<file path="src/rtl/data_memory_pipelined_pkg.sv">
// Shared encodings and helpers for the pipelined byte-addressed data memory
// and the load alignment logic it shares with the cache.
package data_memory_pipelined_pkg;

   localparam int unsigned WORD_W = 32;

   localparam logic [1:0] SZ_BYTE = 2'b00;
   localparam logic [1:0] SZ_HALF = 2'b01;
   localparam logic [1:0] SZ_WORD = 2'b10;

   typedef enum logic {
      ST_CLEAR = 1'b0,
      ST_RUN   = 1'b1
   } state_t;

   // Load payload captured at accept and carried down the read pipeline
   typedef struct packed {
      logic [WORD_W-1:0] word;
      logic [1:0]        lane;
      logic [1:0]        size;
      logic              uns;
      logic              write;
      logic              err;
   } ld_stage_t;

   function automatic int unsigned clog2_u(input int unsigned v);
      int unsigned r;
      r = 0;
      for (int unsigned i = 0; i < 32; i++) begin
         if ((64'd1 << i) < 64'(v)) r = i + 1;
      end
      return r;
   endfunction

endpackage

</file>
<file path="src/rtl/data_memory_pipelined_load_align_extend.sv">
// Lane select plus sign/zero extension of a loaded word; purely combinational.
module load_align_extend
   import data_memory_pipelined_pkg::*;
#(
   parameter int unsigned DATA_W = 32
) (
   input  logic [DATA_W-1:0] word,
   input  logic [1:0]        lane,
   input  logic [1:0]        size,
   input  logic              uns,
   output logic [DATA_W-1:0] rdata_c
);

   logic [7:0]  byte_v;
   logic [15:0] half_v;

   assign byte_v = word[{lane, 3'b000} +: 8];
   assign half_v = lane[1] ? word[31:16] : word[15:0];

   always_comb begin
      rdata_c = '0;
      case (size)
         SZ_BYTE: rdata_c = {{(DATA_W-8){~uns & byte_v[7]}}, byte_v};
         SZ_HALF: rdata_c = {{(DATA_W-16){~uns & half_v[15]}}, half_v};
         default: rdata_c = word;
      endcase
   end

endmodule

</file>
<file path="src/rtl/data_memory_pipelined.sv">
// Byte-addressed data memory with self-clear after reset, byte/half/word
// access, error flagging and a 1- or 2-cycle pipelined read path.
module data_memory_pipelined
   import data_memory_pipelined_pkg::*;
#(
   parameter int unsigned DATA_W   = 32,
   parameter int unsigned DEPTH    = 128,
   parameter int unsigned ADDR_W   = 32,
   parameter int unsigned READ_LAT = 1
) (
   input  logic              clk,
   input  logic              rst_n,
   input  logic              req_valid,
   output logic              req_ready,
   input  logic              req_write,
   input  logic [ADDR_W-1:0] req_addr,
   input  logic [1:0]        req_size,
   input  logic              req_unsigned,
   input  logic [DATA_W-1:0] req_wdata,
   output logic              rsp_valid,
   output logic [DATA_W-1:0] rsp_rdata,
   output logic              rsp_err,
   output logic              init_done
);

   localparam int unsigned        IDX_W      = clog2_u(DEPTH);
   localparam logic [ADDR_W:0]    ADDR_LIMIT = (ADDR_W+1)'(DEPTH * 4);

   state_t            state, state_nx;
   logic [IDX_W-1:0]  ptr, ptr_nx;
   logic [DATA_W-1:0] mem [DEPTH];

   logic              accept_c;
   logic              err_c;
   logic              store_c;
   logic [IDX_W-1:0]  idx_c;
   logic [3:0]        be_c;
   logic [DATA_W-1:0] wdata_c;
   ld_stage_t         acc_c;

   logic              fin_valid;
   ld_stage_t         fin;
   logic [DATA_W-1:0] ext_c;

   // Clear/run controller state register
   always_ff @(posedge clk or negedge rst_n) begin
      if (!rst_n) begin
         state     <= ST_CLEAR;
         ptr       <= '0;
         req_ready <= 1'b0;
         init_done <= 1'b0;
      end else begin
         state     <= state_nx;
         ptr       <= ptr_nx;
         req_ready <= (state_nx == ST_RUN);
         init_done <= (state_nx == ST_RUN);
      end
   end

   always_comb begin
      state_nx = state;
      ptr_nx   = ptr;
      case (state)
         ST_CLEAR: begin
            ptr_nx = ptr + IDX_W'(1);
            if (ptr == IDX_W'(DEPTH - 1)) state_nx = ST_RUN;
         end
         ST_RUN: state_nx = ST_RUN;
      endcase
   end

   assign accept_c = req_valid & req_ready;
   assign idx_c    = req_addr[IDX_W+1:2];

   // Alignment, size and range checks
   always_comb begin
      err_c = 1'b0;
      case (req_size)
         SZ_BYTE: err_c = 1'b0;
         SZ_HALF: err_c = req_addr[0];
         SZ_WORD: err_c = |req_addr[1:0];
         default: err_c = 1'b1;
      endcase
      if ({1'b0, req_addr} >= ADDR_LIMIT) err_c = 1'b1;
   end

   // Byte enables and lane-replicated store data
   always_comb begin
      be_c    = 4'b0000;
      wdata_c = req_wdata;
      case (req_size)
         SZ_BYTE: begin
            be_c    = 4'b0001 << req_addr[1:0];
            wdata_c = {4{req_wdata[7:0]}};
         end
         SZ_HALF: begin
            be_c    = req_addr[1] ? 4'b1100 : 4'b0011;
            wdata_c = {2{req_wdata[15:0]}};
         end
         SZ_WORD: be_c = 4'b1111;
         default: be_c = 4'b0000;
      endcase
   end

   assign store_c = accept_c & req_write & ~err_c;

   // Storage array: cleared word-by-word in CLEAR, byte-masked stores in RUN
   always_ff @(posedge clk) begin
      if (state == ST_CLEAR) begin
         mem[ptr] <= '0;
      end else if (store_c) begin
         for (int i = 0; i < 4; i++) begin
            if (be_c[i]) mem[idx_c][8*i +: 8] <= wdata_c[8*i +: 8];
         end
      end
   end

   always_comb begin
      acc_c       = '0;
      acc_c.word  = mem[idx_c];
      acc_c.lane  = req_addr[1:0];
      acc_c.size  = req_size;
      acc_c.uns   = req_unsigned;
      acc_c.write = req_write;
      acc_c.err   = err_c;
   end

   generate
      if (READ_LAT == 2) begin : g_lat2
         logic      s1_valid;
         ld_stage_t s1;

         always_ff @(posedge clk or negedge rst_n) begin
            if (!rst_n) begin
               s1_valid <= 1'b0;
               s1       <= '0;
            end else begin
               s1_valid <= accept_c;
               s1       <= acc_c;
            end
         end

         assign fin_valid = s1_valid;
         assign fin       = s1;
      end else begin : g_lat1
         assign fin_valid = accept_c;
         assign fin       = acc_c;
      end
   endgenerate

   load_align_extend #(.DATA_W(DATA_W)) u_align (
      .word    (fin.word),
      .lane    (fin.lane),
      .size    (fin.size),
      .uns     (fin.uns),
      .rdata_c (ext_c)
   );

   // Response register; stores and errors return zero data
   always_ff @(posedge clk or negedge rst_n) begin
      if (!rst_n) begin
         rsp_valid <= 1'b0;
         rsp_err   <= 1'b0;
         rsp_rdata <= '0;
      end else begin
         rsp_valid <= fin_valid;
         rsp_err   <= fin_valid & fin.err;
         rsp_rdata <= (fin_valid & ~fin.err & ~fin.write) ? ext_c : '0;
      end
   end

endmodule

</file>
<file path="config.mk">
export PLATFORM = sky130hd
export DESIGN_NAME = data_memory_pipelined
export DESIGN_NICKNAME = d
export VERILOG_FILES = /design/src/rtl/data_memory_pipelined_pkg.sv /design/src/rtl/data_memory_pipelined_load_align_extend.sv /design/src/rtl/data_memory_pipelined.sv
export SDC_FILE = /design/constraint.sdc
export NUM_CORES = 2
export LEC_CHECK = 0
export BUFFER_PORTS_ARGS = -buffer_cell sky130_fd_sc_hd__buf_2
export CAP_MARGIN = 20
export CORE_MARGIN = 2
export CORE_UTILIZATION = 30
export CTS_CLUSTER_SIZE = 30
export DETAILED_ROUTE_END_ITERATION = 10
export GPL_ROUTABILITY_DRIVEN = 0
export PLACE_DENSITY = 0.43
export SLEW_MARGIN = 20
export SYNTH_ARGS = -nofsm -noshare
export SYNTH_HDL_FRONTEND = slang
export SYNTH_HIERARCHICAL = 1
export SYNTH_SLANG_ARGS = --single-unit
</file>
<file path="constraint.sdc">
create_clock -name clk -period 11.1 [get_ports clk]
set_input_delay 0.555 -clock clk [delete_from_list [all_inputs] [get_ports clk]]
set_output_delay 0.555 -clock clk [all_outputs]
set_load 0.03 [all_outputs]
</file>
==> qor.yml <==
status: "complete, no violations"
worstPathRequired_ns: 11.85
die_y_um: 738
drt_wl_total_um: 458000
n_fill_cell: 49153
worstSetupStartpointType: "flip-flop"
drv_slew: 0
synthAdderAreaFrac_pct: 0.00773
rsz0062_at_grt: "no"
synth_edf_count: 4096
hold_viol_final: 0
finalSetupViolations: 0
critPathKind: "flip-flop to flip-flop"
fp-row-count: 269
syn_nets: 6946
synth-async-reset-ratio_pct: 1.01
cp_max_fo: 48
ys_seq_area_share_pct: 76.7
p_leak_nw: 46.9
cts_tree: "yes"
synth_top_family_by_area: "multiplexers"
drive_gt1_share_pct: 36.9
stdcell_count: 15065
grt_use_total_pct: 16.4
swShare_pct: 20.6
power.switching_w: 0.00657
cts_buffer_depth: 4
grt_pass1_vias: 79331
cap_violations: 0
antenna_left: 0
fin_nets: 7580
synthSimpleGateAreaFrac_pct: 2.33
yosysWarnings: 6
ys_seq_elements: 4138
post_cts_buffers: 0
clock_skew_ns: 0.0471
final_cell_mix: "edfxtp_1, mux4_2, buf_4"
clock_sinks: 4138
final_common_cell: "edfxtp_1"
insertion_delay_ns: 1.02
htreeDepth: 5
route.detailed.drc: 0
dr_total_vias: 76535
fp.dieW_um: 738
synth_xor_xnor_area_share_pct: 0.0325
synth_area_um2: 162000
syn_area_per_cell_um2: 23.5
irDropWorstVdd_mv: 0.142
period_minus_slack_ns: 5.22
cp-end-kind: "flip-flop"
power_frac_comb_pct: 1.9
synth_mux_area_share_pct: 19.2
grt_max_degree: 121
ys.flop_type: "edfxtp_1"
synth_compound_area_share_pct: 0.441
period_share_pct: 47.0
pin_count: 107
tightest_slew_ns: 1.25
dp.cells: 14237
grt_antenna_before_repair: 27
via_per_inst: 5.08
hold_buffers: 2
drtPass1Iterations: 5
max_slew_margin_pct: 16.0
clock.fmax_ghz: 0.192
area_growth_pct: 17.2
cp.arrival_ns: 5.97
core_area_um2: 537000
start_util_pct: 30.1
p_per_area_nw_per_um2: 169
worstHoldPathType: "input port to asynchronous set/reset pin"
grt_remaining_overflow: 0
syn_inst: 6874
cts-root-buf: "clkbuf_16"
cts_made_buffers: 443
ff2ff_setup_slack_ns: 5.88
tns_ns: 0
p_int_w: 0.0254
wire_per_inst_um: 30.4
grt_pass1_wl_um: 643000
clockPowerShare_pct: 45.2
cts-resized-gates: 0
dp_hpwl_um: 276000
cts.clk_slew.worst_paths_ns: 0.06
pwr-share-seq_pct: 52.9
io_buffers: 106
drt_iter0_markers: 7259
ys_types: 49
dieArea_um2: 545000
area by class of cell:
cell class / instances / area [um2] / share of cell area (%)
sequential: 4138 / 124000 / 65.4
multi-input combinational: 2201 / 37100 / 19.6
clock buffer: 540 / 11600 / 6.10
tap: 7181 / 8980 / 4.74
timing repair buffer: 715 / 5450 / 2.87
clock inverter: 269 / 2430 / 1.28
inverter: 9 / 33.8 / 0.0178
antenna: 12 / 30.0 / 0.0158
metal layers:
| metal | track usage (%) | vias up | wire length (um) |
|---|---|---|---|
| li1 | - | 31260 | - |
| met4 | 3.94 | 4 | 11400 |
| met5 | 0 | - | 28 |
| met1 | 23.0 | 42691 | 201000 |
| met3 | 2.99 | 520 | 26000 |
| met2 | 26.7 | 2060 | 220000 |
power groups by stage:
stage	logic, W	clock network [W]	registers, W
floorplan	0.000436	0	0.0172
global placement	0.000644	0	0.0172
detailed placement	0.000645	0	0.0172
CTS	0.000645	0.0148	0.0169
global route	0.000665	0.0154	0.0169
finish	0.000621	0.0144	0.0169
cells by family (layout without fill, tap and decap cells):
logic type / Yosys count / count (layout)
buffers and inverters: 535 / 1533
other: 0 / 12
DFF: 4138 / 4138
adders and majority gates: 1 / 1
AOI/OAI and AO/OA: 104 / 104
and+or+nand+nor: 673 / 673
xor gates and xnor gates: 6 / 6
muxes: 1417 / 1417
critical path, cell delays in order, from the launching register on:
cell	delay, ns
dfrtp_1	0.60
buf_4	0.39
and3_1	0.76
nand3_4	0.32
buf_4	0.45
mux2i_4	0.31
buf_4	0.53
buf_4	0.81
nor3_1	0.33
buf_4	0.28
state kept, by name, summed over array words and instances (netlist names):
signal	count
rsp_err	1
ptr	7
rsp_valid	1
state	1
mem	4096
rsp_rdata	32
synthesized netlist by cell type, types with 3 or more instances:
cell | number | area [um2]
o21ai_0 | 23 | 115
edfxtp_1 | 4096 | 123000
inv_1 | 9 | 33.8
clkbuf_1 | 378 | 1420
and2_1 | 41 | 257
nor3_1 | 226 | 1130
nand2_1 | 34 | 128
o41a_1 | 4 | 45.0
a221o_1 | 8 | 80.1
nor2b_1 | 13 | 81.3
a31oi_1 | 14 | 87.6
mux2_2 | 34 | 383
nor2_1 | 40 | 150
o22a_1 | 7 | 61.3
and3_1 | 3 | 18.8
mux2i_1 | 38 | 380
a22o_1 | 9 | 78.8
nor4_1 | 296 | 1850
xnor2_1 | 4 | 35.0
o21bai_1 | 8 | 60.1
mux4_2 | 1345 | 30300
buf_1 | 42 | 158
a21oi_1 | 22 | 110
buf_2 | 103 | 515
nand2b_1 | 5 | 31.3
dfrtp_1 | 42 | 1050
stage by stage:
step                utilization (%)  hold WS (ns)  power [W]  setup WS (ns)  area [um2]
global route                   35.3        0.0969     0.0329           5.74      190000
detailed placement             32.7         0.584     0.0179           5.07      175000
finish                         35.3        0.0761     0.0320           5.88      190000
global placement               32.6         0.573     0.0179           5.07      175000
floorplan                         -         0.259     0.0177           4.65      162000
CTS                            35.3      0.000423     0.0324           5.93      189000
worst paths after layout:
check	end	depth (start not counted)	from
min in group clk	rsp_rdata[9]$_DFF_PN0_	4	req_unsigned
max	mem[98][4]$_DFFE_PP_	9	state$_DFF_PN0_
min	rsp_err$_DFF_PN0_	2	rst_n
max reg2reg	mem[98][4]$_DFFE_PP_	9	state$_DFF_PN0_
max in group asynchronous	rsp_rdata[12]$_DFF_PN0_	2	rst_n
min reg2reg	ptr[4]$_DFFE_PN0N_	1	ptr[4]$_DFFE_PN0N_
Note: power is estimated with default switching activity, not from simulation.
